### src/rtl/mult_seq_ctrl_pkg.sv
// Shared state encoding and width constants for the sequential signed multiplier.
package mult_seq_ctrl_pkg;

    localparam int DEF_WIDTH  = 32;
    localparam int PROD_WIDTH = 2 * DEF_WIDTH;

    typedef enum logic [2:0] {
        IDLE   = 3'd0,
        PREP   = 3'd1,
        ITER   = 3'd2,
        FIX    = 3'd3,
        DONE_S = 3'd4
    } state_t;

endpackage

### src/rtl/mult_iter_dp.sv
// Shift-add accumulator: one conditional add of the multiplicand plus right shift per cycle.
// Single-cycle update, no flow control; the sequencer drives load/add/shift directly.
module mult_iter_dp #(
    parameter int WIDTH = 32
) (
    input  logic                 clk_i,
    input  logic                 rst_n_i,
    input  logic                 load_i,
    input  logic [2*WIDTH-1:0]   load_val_i,
    input  logic                 add_en_i,
    input  logic                 shift_en_i,
    input  logic [WIDTH-1:0]     mcand_i,
    output logic [2*WIDTH-1:0]   acc_o
);

    logic [2*WIDTH-1:0] acc_q;
    logic [2*WIDTH-1:0] acc_d;
    logic [WIDTH-1:0]   addend;
    logic [WIDTH:0]     sum_d;

    assign addend = add_en_i ? mcand_i : {WIDTH{1'b0}};
    // Carry out of the upper-half add becomes the new MSB after the shift.
    assign sum_d  = {1'b0, acc_q[2*WIDTH-1:WIDTH]} + {1'b0, addend};

    always_comb begin
        acc_d = acc_q;
        if (load_i) begin
            acc_d = load_val_i;
        end else if (shift_en_i) begin
            acc_d = {sum_d, acc_q[WIDTH-1:1]};
        end
    end

    always_ff @(posedge clk_i or negedge rst_n_i) begin
        if (!rst_n_i) begin
            acc_q <= '0;
        end else begin
            acc_q <= acc_d;
        end
    end

    assign acc_o = acc_q;

endmodule

### src/rtl/mult_seq_ctrl.sv
// Sequential signed WIDTH x WIDTH multiplier; DONE pulses WIDTH+3 cycles after START (2 with MULT_ZERO_BYPASS_EN on zero operands).
// One request at a time: START is ignored unless IDLE, HI/LO hold until the next result.
module mult_seq_ctrl
    import mult_seq_ctrl_pkg::*;
#(
    parameter int WIDTH = DEF_WIDTH
) (
    input  logic             CLK,
    input  logic             RESET,
    input  logic             START,
    input  logic [WIDTH-1:0] A,
    input  logic [WIDTH-1:0] B,
    output logic             BUSY,
    output logic             DONE,
    output logic [WIDTH-1:0] HI,
    output logic [WIDTH-1:0] LO
);

    localparam int CW = $clog2(WIDTH) + 1;
    localparam int PW = 2 * WIDTH;

    state_t           state_q;
    logic [WIDTH-1:0] a_q;
    logic [WIDTH-1:0] b_q;
    logic [WIDTH-1:0] mag_a_q;
    logic             sign_q;
    logic [CW-1:0]    cnt_q;
    logic             busy_q;
    logic             done_q;
    logic [WIDTH-1:0] hi_q;
    logic [WIDTH-1:0] lo_q;

    logic [WIDTH-1:0] mag_a_d;
    logic [WIDTH-1:0] mag_b_d;
    logic [PW-1:0]    acc;
    logic [PW-1:0]    acc_fixed;
    logic             dp_load;
    logic [PW-1:0]    dp_load_val;
    logic             dp_add;
    logic             dp_shift;

    // |-2^(W-1)| wraps back to 2^(W-1), which is still correct read as unsigned.
    assign mag_a_d   = a_q[WIDTH-1] ? -a_q : a_q;
    assign mag_b_d   = b_q[WIDTH-1] ? -b_q : b_q;
    assign acc_fixed = sign_q ? -acc : acc;

    assign dp_load     = (state_q == PREP) || (state_q == FIX);
    assign dp_load_val = (state_q == PREP) ? {{WIDTH{1'b0}}, mag_b_d} : acc_fixed;
    assign dp_shift    = (state_q == ITER);
    assign dp_add      = (state_q == ITER) && acc[0];

    mult_iter_dp #(
        .WIDTH (WIDTH)
    ) u_dp (
        .clk_i      (CLK),
        .rst_n_i    (RESET),
        .load_i     (dp_load),
        .load_val_i (dp_load_val),
        .add_en_i   (dp_add),
        .shift_en_i (dp_shift),
        .mcand_i    (mag_a_q),
        .acc_o      (acc)
    );

    always_ff @(posedge CLK or negedge RESET) begin
        if (!RESET) begin
            state_q <= IDLE;
            a_q     <= '0;
            b_q     <= '0;
            mag_a_q <= '0;
            sign_q  <= 1'b0;
            cnt_q   <= '0;
            busy_q  <= 1'b0;
            done_q  <= 1'b0;
            hi_q    <= '0;
            lo_q    <= '0;
        end else begin
            case (state_q)
                IDLE: begin
                    done_q <= 1'b0;
                    if (START) begin
                        a_q     <= A;
                        b_q     <= B;
                        busy_q  <= 1'b1;
                        state_q <= PREP;
                    end
                end
                PREP: begin
                    mag_a_q <= mag_a_d;
                    sign_q  <= a_q[WIDTH-1] ^ b_q[WIDTH-1];
                    cnt_q   <= '0;
`ifdef MULT_ZERO_BYPASS_EN
                    if ((a_q == '0) || (b_q == '0)) begin
                        busy_q  <= 1'b0;
                        done_q  <= 1'b1;
                        hi_q    <= '0;
                        lo_q    <= '0;
                        state_q <= DONE_S;
                    end else begin
                        state_q <= ITER;
                    end
`else
                    state_q <= ITER;
`endif
                end
                ITER: begin
                    cnt_q <= cnt_q + 1'b1;
                    if (cnt_q == CW'(WIDTH - 1)) begin
                        state_q <= FIX;
                    end
                end
                FIX: begin
                    // Results register on entry to DONE_S so HI/LO and DONE appear together.
                    busy_q  <= 1'b0;
                    done_q  <= 1'b1;
                    hi_q    <= acc_fixed[PW-1:WIDTH];
                    lo_q    <= acc_fixed[WIDTH-1:0];
                    state_q <= DONE_S;
                end
                DONE_S: begin
                    done_q  <= 1'b0;
                    state_q <= IDLE;
                end
                default: begin
                    busy_q  <= 1'b0;
                    done_q  <= 1'b0;
                    state_q <= IDLE;
                end
            endcase
        end
    end

    assign BUSY = busy_q;
    assign DONE = done_q;
    assign HI   = hi_q;
    assign LO   = lo_q;

endmodule
### config.mk
export PLATFORM = sky130hd
export DESIGN_NAME = mult_seq_ctrl
export DESIGN_NICKNAME = d
export VERILOG_FILES = /design/src/rtl/mult_seq_ctrl_pkg.sv /design/src/rtl/mult_iter_dp.sv /design/src/rtl/mult_seq_ctrl.sv
export SDC_FILE = /design/constraint.sdc
export NUM_CORES = 1
export LEC_CHECK = 0
export CORE_MARGIN = 4
export CORE_UTILIZATION = 40
export DETAILED_ROUTE_END_ITERATION = 16
export PLACE_DENSITY = 0.71
export SYNTH_ARGS = -nofsm -noshare
export SYNTH_HDL_FRONTEND = slang
export SYNTH_SLANG_ARGS = --single-unit
### constraint.sdc
create_clock -name CLK -period 8.2 [get_ports CLK]
set_clock_uncertainty 0.2 [all_clocks]
set_input_delay 0.82 -clock CLK [delete_from_list [all_inputs] [get_ports CLK]]
set_output_delay 0.82 -clock CLK [all_outputs]
set_load 0.1 [all_outputs]
==> results.md <==
- Via density per instance: ~5.7
- Worst hold margin: 176 ps
- Most instantiated cells after synthesis: dfrtp_1, nand2_1, o21ai_0
- Status: completed
- Max clock buf depth: 3
- Period utilization: between 70% and 80%
- Number of detailed-route iterations in the first pass: 6
- HPWL Detailed: around 29,000 um
- Top cells by area, synth: dfrtp_1, o21ai_0, xor2_1, nand2_1, mux2_2
- Fillcell total: 3,281
- CP Capture Type: flip-flop
- Initial DRC count: about 1,200
- Fmax achieved: between 0.15 and 0.2 GHz
- Chip width: 196 um
- Overall Global Routing Usage: approximately 20%
- Resize count post-CTS: 0
- Worst slew margin: between 20 and 30%
- H-tree depth: 1
- Worst slew pin tran: 1120 ps
- Syn Inst Count: between 1,500 and 2,000
- Initial Util: a little over 40%
- Antenna cells: 0
- Crit path max fanout: between 40 and 50
- Syn avg cell area: between 9 and 10 um2
- Num CTS Buffers: 27
- CTS Root Cell: clkbuf_16
- Clk Latency, worst-skew pair: between 500 and 600 ps
- Total gr overflow: 0
- Cts hold-fix bufs: 0
- Worst r2r src: state_q[2]
- Top-count cell post-synth: dfrtp_1
- Sequential fraction of design power: a little under a third
- Vias: approximately 12,000
- WL/cell: between 15 and 20 um
- Post-synth EDFFs: 0
- Drt drc: 0
- Pleak: between 7 and 8 nW
- Combinational Power Share: a little over half
- Total wire length: 39,100 um
- Mapped cell area: around 14,000 um2
- Final Hold Viols: 0
- FFs w/ async S/R, synth: 100%
- R2r worst-path depth: 13
- R2R Setup Slk: roughly 2000 ps
- Util after Layout: roughly half
- Clock power frac: 15.3%
- Chip height: 196 um
- Pwr Total: about 8 mW
- P per Cell Area: 470 nW/um2
- Switching share of power: between 50% and 60%
- Crit path required time: around 8500 ps
- Ports: about 130
- Area leader, netlist: dfrtp_1
- CTS tree: built
- Largest net degree at the start of global routing: 125
- Core area: around 35,000 um2
- Sink Count: roughly 240
- Net count reported at finish: about 1,700
- Met2 Use GR: between 20% and 30%
- Syn. warnings: 0
- CP Launch Type: flip-flop
- Post-CTS Setup Repair Bufs: 0
- Total of max-cap violations: 0
- Initial antenna violation count: 3
- Final setup violation count: 0
- Number of global-route vias before repair: 11,264
- Final std cells w/o fill: about 2,100
- Antenna-violating nets left: 0
- Hold Crit Class: input port to asynchronous set/reset pin
- Seq cells post-synth: 236
- Setup CP Type: flip-flop to flip-flop
- Final Critical Period: 6200 ps
- Synth Flop Type: dfrtp_1
- Setup tns final: 0 ps
- Max-slew violations: 0
- Inst Count DP: between 2,000 and 2,500
- Area share of the largest cell type after synthesis: about two fifths
- Die area: approximately 38,000 um2
- Worst EP arrival: around 6500 ps
- Register area share after synthesis: a little over two fifths
- Share of cells above drive strength 1: roughly a tenth
- Post-Synthesis Net Count: around 1,600
- Met3 Usage GRT: under 10%
- Core Rows: 68
- Routability cong.: between 0.9 and 1
- Design internal power: 3.85 mW
- R2r endpoint: u_dp.acc_o[59]
- RSZ-0062 raised after global routing: false
- Clk slew on worst S/H paths: about 60 ps
- Unique masters post-synth: 78
- First-pass GRT wire length: approximately 63,000 um
- I/O Buffers: ~130
- Max VDD drop: a little over 0.4 mV
- Psw: about 4 mW
- Area growth syn-to-layout: 17.8%
- Met1 Use GR: 31.3%
- Grt peak-use layer: met1
per-layer routing:
metal / up-vias / wire (um) / part of all wire [%]
met5: - / 46 / 0.12
met4: 6 / 787 / 2.0
met3: 52 / 2970 / 7.6
met2: 377 / 16200 / 41
met1: 5606 / 19100 / 49
li1: 5722 / - / -
kinds of logic after synthesis:
group | after synthesis | synth area share (%)
AO/OA/AOI/OAI | 461 | 21.0
AND/OR/NAND/NOR | 457 | 16.0
flip-flops | 236 | 41.8
XOR/XNOR | 143 | 8.86
buffers and inverters | 122 | 3.31
multiplexers | 74 | 5.77
adder cells (fa/ha/maj) | 37 | 3.33
worst max-delay path, cell delays in order (launching register included):
cell and delay [ps]:
dfrtp_1 690, inv_1 700, nand2_1 580, nor2_4 870
and3_1 280, ha_1 290, a21o_1 200, a221oi_1 460
o21ai_0 280, a41oi_1 660, o21ai_0 210, a21boi_0 340
mux2i_1 230, a21o_1 130
worst max path at each step:
| stage | startpoint | end | slack, ps | cells after the start |
|---|---|---|---|---|
| floorplan | state_q[2] | u_dp.acc_o[53] | 4120 | 16 |
| global placement | state_q[2] | u_dp.acc_o[57] | 2390 | 13 |
| detailed placement | state_q[2] | u_dp.acc_o[59] | 2210 | 13 |
| CTS | state_q[2] | u_dp.acc_o[59] | 2190 | 13 |
| global route | state_q[2] | u_dp.acc_o[59] | 1550 | 13 |
| finish | state_q[2] | u_dp.acc_o[59] | 2000 | 13 |
registers in the layout, indices dropped and copies added, names as in the netlist:
| name | cells |
|---|---|
| b_q | 32 |
| cnt_q | 6 |
| state_q | 3 |
| BUSY | 1 |
| u_dp.acc_o | 64 |
| sign_q | 1 |
| mag_a_q | 32 |
| HI | 32 |
| a_q | 32 |
| DONE | 1 |
| LO | 32 |
through the flow:
step | cell area [um2] | worst slack, ps
final | 16700 | 2000
after floorplan | 14100 | 4120
after CTS | 16700 | 2190
after global routing | 16700 | 1550
after global placement | 15800 | 2390
after detailed placement | 15800 | 2210
cell usage in the layout, fill, tap and decap left out, types with 6 or more instances in the layout:
cell / instances
ha_1: 36
a21o_1: 27
mux2_2: 60
clkdlybuf4s50_1: 131
or4_1: 10
o21a_1: 7
inv_1: 24
nor2b_1: 6
a211oi_1: 8
nand2b_1: 6
a31oi_1: 8
a221o_1: 8
mux2i_1: 14
dfrtp_1: 235
o21ai_1: 12
xor2_1: 94
buf_4: 13
nand4_1: 6
a22oi_1: 12
nor2_1: 73
nor3_1: 28
clkinv_2: 8
o31ai_1: 35
o22a_1: 9
nand2_1: 202
nor4_1: 8
o41ai_1: 15
and3_1: 40
xnor2_1: 49
o211ai_1: 10
or3_1: 24
clkbuf_16: 27
a211o_1: 8
o21ai_0: 169
o22ai_1: 19
nand3_1: 17
a21oi_1: 72
power by group through the flow:
stage | combinational (mW) | clock (mW) | sequential, mW
floorplan | 2.33 | 0 | 3.13
CTS | 4.20 | 1.22 | 2.42
global placement | 4.11 | 0 | 2.40
detailed placement | 4.18 | 0 | 2.44
global route | 4.55 | 1.27 | 2.52
finish | 4.21 | 1.20 | 2.43
layout make-up:
class | count | area, um2 | share of cell area, %
flip-flops and latches | 236 | 5910 | 35.4
repair buffers | 145 | 1420 | 8.54
well taps | 455 | 569 | 3.42
multi-input cells | 1172 | 7790 | 46.8
inverters | 24 | 90.1 | 0.541
clock inverters | 15 | 141 | 0.848
clock buffers | 34 | 742 | 4.45
Power figures use the tool's default switching activity.
